--- config.mk ---
export PLATFORM = sky130hd
export DESIGN_NAME = vlc_len_accum
export DESIGN_NICKNAME = d
export VERILOG_FILES = /design/src/rtl/vlc_len_pkg.sv /design/src/rtl/vlc_len_lut.sv /design/src/rtl/vlc_len_accum.sv
export SDC_FILE = /design/constraint.sdc
export NUM_CORES = 1
export LEC_CHECK = 0
export ABC_AREA = 1
export BUFFER_PORTS_ARGS = -buffer_cell sky130_fd_sc_hd__buf_2
export CORE_AREA = 2 2 67 69
export CTS_BUF_LIST = sky130_fd_sc_hd__clkbuf_16
export DETAILED_ROUTE_END_ITERATION = 10
export DIE_AREA = 0 0 69 71
export MAX_ROUTING_LAYER = met4
export PLACE_DENSITY_LB_ADDON = 0.12
export SYNTH_ARGS = -nofsm -noshare
export SYNTH_HDL_FRONTEND = slang
export SYNTH_HIERARCHICAL = 1
export SYNTH_SLANG_ARGS = --single-unit
export TNS_END_PERCENT = 1
--- constraint.sdc ---
create_clock -name clk -period 2.3 [get_ports clk]
set_input_delay 0.23 -clock clk [delete_from_list [all_inputs] [get_ports clk]]
set_output_delay 0.23 -clock clk [all_outputs]
set_load 0.05 [all_outputs]
--- src/rtl/vlc_len_pkg.sv ---
// Shared types and length tables for the VLC code-length lookup path.
// lookup_len returns {illegal, len}; an illegal lookup always reports length 0.
package vlc_len_pkg;

    typedef enum logic [1:0] {
        ST_IDLE = 2'd0,
        ST_RUN  = 2'd1,
        ST_DONE = 2'd2
    } state_t;

    typedef struct packed {
        logic       illegal;
        logic [3:0] len;
    } lut_res_t;

    localparam logic [1:0] TBL_VLC0 = 2'd0;
    localparam logic [1:0] TBL_VLC1 = 2'd1;

    // Entry 15 sits leftmost; T1 entry 15 is never read because that index is illegal.
    localparam logic [15:0][3:0] T0_LEN = {
        4'd9, 4'd9, 4'd9, 4'd8, 4'd8, 4'd7, 4'd7, 4'd6,
        4'd6, 4'd5, 4'd5, 4'd4, 4'd4, 4'd3, 4'd3, 4'd1
    };
    localparam logic [15:0][3:0] T1_LEN = {
        4'd0, 4'd6, 4'd6, 4'd6, 4'd6, 4'd5, 4'd5, 4'd4,
        4'd4, 4'd4, 4'd4, 4'd3, 4'd3, 4'd3, 4'd3, 4'd3
    };

    function automatic lut_res_t lookup_len(input logic [1:0] tbl, input logic [3:0] idx);
        lut_res_t res;
        res = '{illegal: 1'b1, len: 4'd0};
        unique case (tbl)
            TBL_VLC0: res = '{illegal: 1'b0, len: T0_LEN[idx]};
            TBL_VLC1: begin
                if (idx == 4'd15) res = '{illegal: 1'b1, len: 4'd0};
                else              res = '{illegal: 1'b0, len: T1_LEN[idx]};
            end
            default:  res = '{illegal: 1'b1, len: 4'd0};
        endcase
        return res;
    endfunction

endpackage

--- src/rtl/vlc_len_lut.sv ---
// Combinational code-length lookup; shared with the single-symbol path.
// Indices wider than the 16 defined entries are illegal when any upper bit is set.
module vlc_len_lut
    import vlc_len_pkg::*;
#(
    parameter int IDX_W = 4,
    parameter int LEN_W = 4
) (
    input  logic [1:0]       i_tbl_sel,
    input  logic [IDX_W-1:0] i_sym_idx,
    output logic [LEN_W-1:0] o_sym_len,
    output logic             o_illegal
);

    logic [3:0] w_idx4;
    logic       w_hi_bad;
    lut_res_t   w_res;

    generate
        if (IDX_W > 4) begin : g_wide_idx
            assign w_idx4   = i_sym_idx[3:0];
            assign w_hi_bad = |i_sym_idx[IDX_W-1:4];
        end else begin : g_narrow_idx
            assign w_idx4   = 4'(i_sym_idx);
            assign w_hi_bad = 1'b0;
        end
    endgenerate

    assign w_res     = lookup_len(i_tbl_sel, w_idx4);
    assign o_illegal = w_res.illegal | w_hi_bad;
    assign o_sym_len = w_hi_bad ? '0 : LEN_W'(w_res.len);

endmodule

--- src/rtl/vlc_len_accum.sv ---
// Burst VLC length decoder: per-symbol lengths with one cycle of latency,
// a saturating burst total and a sticky per-burst error.
module vlc_len_accum
    import vlc_len_pkg::*;
#(
    parameter int IDX_W    = 4,
    parameter int LEN_W    = 4,
    parameter int MAX_SYMS = 16,
    parameter int CNT_W    = $clog2(MAX_SYMS + 1),
    parameter int SUM_W    = 10
) (
    input  logic             clk,
    input  logic             rst_n,
    input  logic             start,
    input  logic [1:0]       tbl_sel,
    input  logic [CNT_W-1:0] num_syms,
    input  logic             sym_valid,
    output logic             sym_ready,
    input  logic [IDX_W-1:0] sym_idx,
    output logic             len_valid,
    output logic [LEN_W-1:0] sym_len,
    output logic             busy,
    output logic             done,
    output logic [SUM_W-1:0] total_len,
    output logic             err
);

    state_t           r_state;
    state_t           w_state_next;
    logic [1:0]       r_tbl;
    logic [CNT_W-1:0] r_remaining;
    logic [SUM_W-1:0] r_total;
    logic             r_err;
    logic             r_len_valid;
    logic [LEN_W-1:0] r_sym_len;
    logic             r_busy;
    logic             r_done;

    logic             w_hs;
    logic             w_accept_start;
    logic [CNT_W-1:0] w_num_clamped;
    logic [LEN_W-1:0] w_lut_len;
    logic             w_lut_illegal;
    logic [SUM_W:0]   w_sum_ext;
    logic             w_sat;

    assign sym_ready      = (r_state == ST_RUN);
    assign w_hs           = sym_valid & sym_ready;
    assign w_accept_start = start & (r_state == ST_IDLE);
    assign w_num_clamped  = (num_syms > CNT_W'(MAX_SYMS)) ? CNT_W'(MAX_SYMS) : num_syms;

    vlc_len_lut #(
        .IDX_W (IDX_W),
        .LEN_W (LEN_W)
    ) u_lut (
        .i_tbl_sel (r_tbl),
        .i_sym_idx (sym_idx),
        .o_sym_len (w_lut_len),
        .o_illegal (w_lut_illegal)
    );

    // Extra carry bit detects overflow of the running total.
    assign w_sum_ext = {1'b0, r_total} + (SUM_W + 1)'(w_lut_len);
    assign w_sat     = w_sum_ext[SUM_W];

    always_ff @(posedge clk or negedge rst_n) begin
        if (!rst_n) r_state <= ST_IDLE;
        else        r_state <= w_state_next;
    end

    always_comb begin
        w_state_next = r_state;
        unique case (r_state)
            ST_IDLE: begin
                if (start) w_state_next = (w_num_clamped == '0) ? ST_DONE : ST_RUN;
            end
            ST_RUN: begin
                if (w_hs && (r_remaining == CNT_W'(1))) w_state_next = ST_DONE;
            end
            ST_DONE: w_state_next = ST_IDLE;
            default: w_state_next = ST_IDLE;
        endcase
    end

    always_ff @(posedge clk or negedge rst_n) begin
        if (!rst_n) begin
            r_tbl       <= TBL_VLC0;
            r_remaining <= '0;
            r_total     <= '0;
            r_err       <= 1'b0;
            r_len_valid <= 1'b0;
            r_sym_len   <= '0;
            r_busy      <= 1'b0;
            r_done      <= 1'b0;
        end else begin
            r_len_valid <= w_hs;
            r_done      <= (w_state_next == ST_DONE);
            r_busy      <= (w_state_next != ST_IDLE);
            if (w_accept_start) begin
                r_tbl       <= tbl_sel;
                r_remaining <= w_num_clamped;
                r_total     <= '0;
                r_err       <= (tbl_sel > TBL_VLC1);
            end
            if (w_hs) begin
                r_sym_len   <= w_lut_len;
                r_remaining <= r_remaining - CNT_W'(1);
                r_total     <= w_sat ? {SUM_W{1'b1}} : w_sum_ext[SUM_W-1:0];
                if (w_lut_illegal || w_sat) r_err <= 1'b1;
            end
        end
    end

    assign len_valid = r_len_valid;
    assign sym_len   = r_sym_len;
    assign busy      = r_busy;
    assign done      = r_done;
    assign total_len = r_total;
    assign err       = r_err;

endmodule

==> Yosys cells after proc, flatten, opt, wreduce, memory -nomap -nowiden <==
Memory sizes are Yosys's and may differ from the RTL's.
Index checks and enable logic that the tools add are counted.
{ "op_classes": {"bitwise_logic": 2, "n_lt_le_gt_ge": 3, "reduce_logical": 7, "n_mux": 17, "multipliers": 0, "add_sub_neg": 2, "n_div": 0, "n_eq_ne": 5, "shifts": 0} }
{ "ops": {"columns": ["cell", "count"], "rows": [
  ["two-way mux 10 bit", 3],
  ["two-way mux 5 bit", 4],
  ["adder 10 x 4 -> 11 bit", 1],
  ["one-hot mux 5 bit (2 select lines)", 1],
  ["two-way mux 4 bit", 2],
  ["two-way mux 2 bit", 3],
  ["equality test 5 x 1 -> 1 bit, second input constant", 1],
  ["> comparator 5 bit, second input constant", 1],
  ["logical NOT 5 bit", 1],
  ["less-than comparator 4 x 5 -> 1 bit, second input constant", 1],
  ["subtractor 5 x 1 -> 5 bit, second input constant", 1],
  ["equality test 2 x 1 -> 1 bit, second input constant", 2],
  ["equality test 4 bit, second input constant", 1],
  ["logical NOT 2 bit", 2],
  ["one-hot mux 2 bit (2 select lines)", 1],
  ["nonzero test 2 bit", 2],
  ["two-way mux 1 bit", 3],
  ["bitwise AND 1 bit", 2],
  ["equality test 2 bit, second input constant", 1],
  ["> comparator 2 x 1 -> 1 bit, second input constant", 1],
  ["logical AND 1 bit", 1],
  ["logical OR 1 bit", 1]
]} }
{ "word_totals": {"reg_bits": 27, "romBits": 128, "output_inout_bits": 19, "in_bits": 15, "mem_bits_rw": 0, "latchBits": 0, "wordCells": 47, "mem_count": 2} }
{ "mem_list": {"columns": ["memory", "depth", "width", "read_ports", "rd_ports_with_merged_regs", "write_ports", "line_no", "text"], "rows": [
  ["(no name shown)", 16, 4, 1, 0, 0, "vlc_len_pkg.sv:33", "TBL_VLC0: res = '{illegal: 1'b0, len: T0_LEN[idx]};"],
  ["(no name shown)", 16, 4, 1, 0, 0, "vlc_len_pkg.sv:36", "else res = '{illegal: 1'b0, len: T1_LEN[idx]};"]
]} }

==> Depth between registers and ports, before layout <==
{ "depth": {"word_depth": 8, "depth_mapped": 17} }

==> Hierarchy <==
The synthesis kept the hierarchy.
{ "by_module_without_submodules": {"columns": ["mod", "cells_per_inst", "seq_area_each_um2", "area_each_um2", "n_inst"], "rows": [
  ["vlc_len_accum", 200, 675.6, 1554.0, 1],
  ["vlc_len_lut", 41, 0.0, 235.2, 1]
]} }

==> Worst setup path before layout <==
OpenSTA, ideal clock, no wires.
{ "synth_timing": {"path_kind": "input to register", "from": "input port sym_idx[0]", "to": "register r_total[8], in the netlist total_len[8]", "setup_ns": 0.120, "setup_slack_ns": 0.203, "arrival_ns": 1.977, "t_required_ns": 2.180, "cell_stages": 14, "cell_sequence": "inv_1 ha_1 nand2_2 nand3_1 nand3_1 nand2_1 ha_1 fa_1 nand3_2 nand2_1 nand2_1 nor2_1 o21ai_1 nand2_1"} }
{ "synth_between": {"elab_chain_cells": 7, "elab_cells_between_ends": 10, "classes_between": "add/sub (1); eq/ne (1); mux (6); memory (2)"} }
{ "synth_lines": {"columns": ["element", "line_no", "text"], "rows": [
  ["start: declaration", "vlc_len_accum.sv:19", "input logic [IDX_W-1:0] sym_idx,"],
  ["memory read (16 x 4 bit)", null, null],
  ["two-way mux 4 bit (not written as such)", "vlc_len_pkg.sv:36", null],
  ["two-way mux 5 bit", "vlc_len_pkg.sv:35", "if (idx == 4'd15) res = '{illegal: 1'b1, len: 4'd0};"],
  ["one-hot mux 5 bit (2 select lines) (*)", "vlc_len_pkg.sv:32", "unique case (tbl)"],
  ["via w_lut_len[0]", "vlc_len_accum.sv:42", "logic [LEN_W-1:0] w_lut_len;"],
  ["adder 10 x 4 -> 11 bit (*)", "vlc_len_accum.sv:63", "assign w_sum_ext = {1'b0, r_total} + (SUM_W + 1)'(w_lut_len);"],
  ["two-way mux 10 bit (*)", "vlc_len_accum.sv:108", "r_total <= w_sat ? {SUM_W{1'b1}} : w_sum_ext[SUM_W-1:0];"],
  ["two-way mux 10 bit (*)", "vlc_len_accum.sv:105", "if (w_hs) begin"],
  ["end signal: assignment", "vlc_len_accum.sv:108", null],
  ["end: declaration", "vlc_len_accum.sv:32", "logic [SUM_W-1:0] r_total;"]
]} }
The timed path passes the listed nets; every way through them passes the cells marked *. The select of a mux whose other input is x is not followed.
A chain may end at the register's enable or synchronous reset.

==> Worst setup path in the final report <==
Ends and elaborated chain as after synthesis.

==> flow_metrics.tcl <==
set metrics [dict create \
    grt_use_total_pct 17.7 \
    setup_violations 0 \
    r2r_setup_slack_ns 0.26 \
    ir_drop_mv 0.531 \
    grt_pass1_vias 1599 \
    report.final.slew_viol_count 0 \
    synthesis.nets 266 \
    area_growth_pct 16.2 \
    place_inst 324 \
    firstDrtPassIters 4 \
    use_met3_pct 2.14 \
    cts_sinks 27 \
    rr_startpoint "r_tbl[0]$_DFFE_PN0P_" \
    grtUsageMet1_pct 23.9 \
    final_cells 328 \
    vias_per_cell 4.84 \
    p_leak_nw 1.17 \
    drc 0 \
    crit_required_ns 2.45 \
    tightest_slew_ns 0.617 \
    synth.top_cell.area_share_pct 37.8 \
    grt_first_pass_wirelength_mm 7.01 \
    fillers 450 \
    synth.avg_cell_area_um2 7.42 \
    cts_tree "yes" \
    worstSetupStartpoint "sym_idx[0]" \
    slew_headroom_pct 58.9 \
    status "finished, violations left" \
    crit_chain "buf_2 > inv_1 > ha_1 > nand2_2 > nand3_1 > nand3_1 > nand2_1 > ha_1 > fa_1 > nand3_2 > a21oi_4 > nand2_4 > nand2_1 > o21ai_1 > nand2_1" \
    gp_congestion 0.826 \
    fin_crit_sh_pct 89.9 \
    cts_resized 0 \
    start_kind "primary input" \
    start_util_pct 42.6 \
    drt_wl_total_mm 4.00 \
    most-common-layout-cells "85 x nand2_1, 33 x buf_2, 28 x nand3_1, 27 x dfrtp_1, 23 x inv_1" \
    hold_viol 27 \
    synth_area_um2 1790 \
    ys_types 31 \
    cts.htree.levels 1 \
    holdCritPathClass "in2async" \
    ant_nets 0 \
    cts.path.max_buffers 2 \
    max_freq_mhz 484 \
    die_h_um 71 \
    powerDensity_nw_per_um2 1240 \
    rows 24 \
    finClkSkew_ns 0.00216 \
    grt-ovfl-total 0 \
    arrival_ns 2.22 \
    synth-seq-cells 27 \
    crit_family "adder cells" \
    cp_common_cell "nand2_1" \
    cp_max_fo 8 \
    drv_cap 0 \
    cts_buffers 3 \
    holdBufCountCts 0 \
    slowest_delay_ns 0.42 \
    crit_path_end_kind "register" \
    diodes 0 \
    io_buffers 33 \
    violations "negative hold slack" \
    detail_route.wl_per_cell_um 12.2 \
    synthTopCellsByArea "dfrtp_1 38%, nand2_1 18%, nand3_1 7.8%" \
    core_area_um2 4200 \
    cts_root_buf "clkbuf_16" \
    postCtsSetupRepairBufs 0 \
    hold_slack_ns -0.0229 \
    syn_inst 241 \
    vias 1588 \
    ys_warn_count 6 \
    slowest_stage "fa_1" \
    fin_crit_ns 2.07 \
    grt_max_degree 28 \
    die_x_um 69 \
    rsz0062_at_grt "false" \
    fin_nets 302 \
    critPathKind "in2reg" \
    yosysSeqAreaShare_pct 37.8 \
    final_common_cell "nand2_1" \
    clock_latency_ns 0.26 \
    power_mw 2.58 \
    clk_pin_slew_ns 0.07 \
    yosys.area.top_type "dfrtp_1" \
    drt-initial-drc-count 62 \
    grt_antenna_before_repair 0 \
    grt_busiest_layer "met2" \
    drive_gt1_share_pct 22.1 \
    dp_hpwl_mm 3.12 \
    io-pin-count 34 \
    fp.dieArea_um2 4900 \
    critical_path_buf_inv_count 2 \
    grtUsageMet2_pct 28.6 \
]
==> registers in the layout (all words and copies together), names as in the netlist <==
name	count
r_state	2
done	1
len_valid	1
total_len	10
r_remaining	5
busy	1
r_tbl	2
sym_len	4
err	1
==> where the power goes <==
part | total (mW) | switching (mW) | internal, mW
Combinational | 1.40 | 0.978 | 0.421
Clock | 0.403 | 0.169 | 0.235
Sequential | 0.780 | 0.141 | 0.639
==> final timing paths <==
path / endpoint / cells past startpoint
min in group clk: r_tbl[0]$_DFFE_PN0P_ / 3
max in group asynchronous: total_len[3]$_DFFE_PN0P_ / 1
setup / recovery: total_len[8]$_DFFE_PN0P_ / 15
hold reg to reg: sym_len[3]$_DFFE_PN0P_ / 2
setup reg to reg: err$_DFF_PN0_ / 11
hold / removal: sym_len[1]$_DFFE_PN0P_ / 1
==> Yosys cell counts (all sizes together) <==
library cell	instances
a21o	1
a21oi	9
buf	4
dfrtp	27
fa	1
ha	9
inv	27
nand2	93
nand3	29
nand4	2
nor2	14
nor3	4
o211ai	1
o21ai	16
o21bai	1
xnor2	2
xor2	1
==> metrics by stage <==
stage | setup WS [ns] | cell area (µm²) | hold WS [ns] | utilization, % | TNS (ns)
after global placement | 0.0327 | 2000 | 0.292 | 47.6 | 0
final | 0.232 | 2080 | -0.0229 | 49.5 | 0
after CTS | 0.220 | 2080 | 0.0126 | 49.5 | 0
after floorplan | 0.203 | 1790 | -0.0656 | - | 0
after global routing | 0.0370 | 2080 | 0.0347 | 49.5 | 0
after detailed placement | -0.0464 | 2000 | 0.289 | 47.6 | -0.0640
==> layer usage <==
layer / up-vias / part of all wire [%] / wire length [µm]
met1: 711 / 51 / 2030
met4: 0 / 1.1 / 43
met5: - / 0 / 0
met3: 4 / 3.2 / 129
li1: 839 / - / -
met2: 34 / 45 / 1800
==> kinds of logic (layout without fill, tap and decap cells) <==
group / count (synthesis) / count (layout) / share of synthesized area [%]
adders and majority gates: 10 / 10 / 7.41
xor gates and xnor gates: 3 / 3 / 1.47
and+or+nand+nor: 142 / 142 / 35.7
buffers and inverters: 31 / 66 / 7.90
DFF: 27 / 27 / 37.8
AOI/OAI and AO/OA: 28 / 28 / 9.79
==> final cells by class <==
cell class / count / area (µm²) / area share [%]
tap: 52 / 65.1 / 3.13
sequential: 27 / 676 / 32.5
clock inverter: 1 / 5.00 / 0.241
inverter: 27 / 106 / 5.11
timing repair buffer: 35 / 180 / 8.66
multi-input combinational: 183 / 972 / 46.8
clock buffer: 3 / 75.1 / 3.61
No activity file was read; power rests on OpenSTA's default activity.
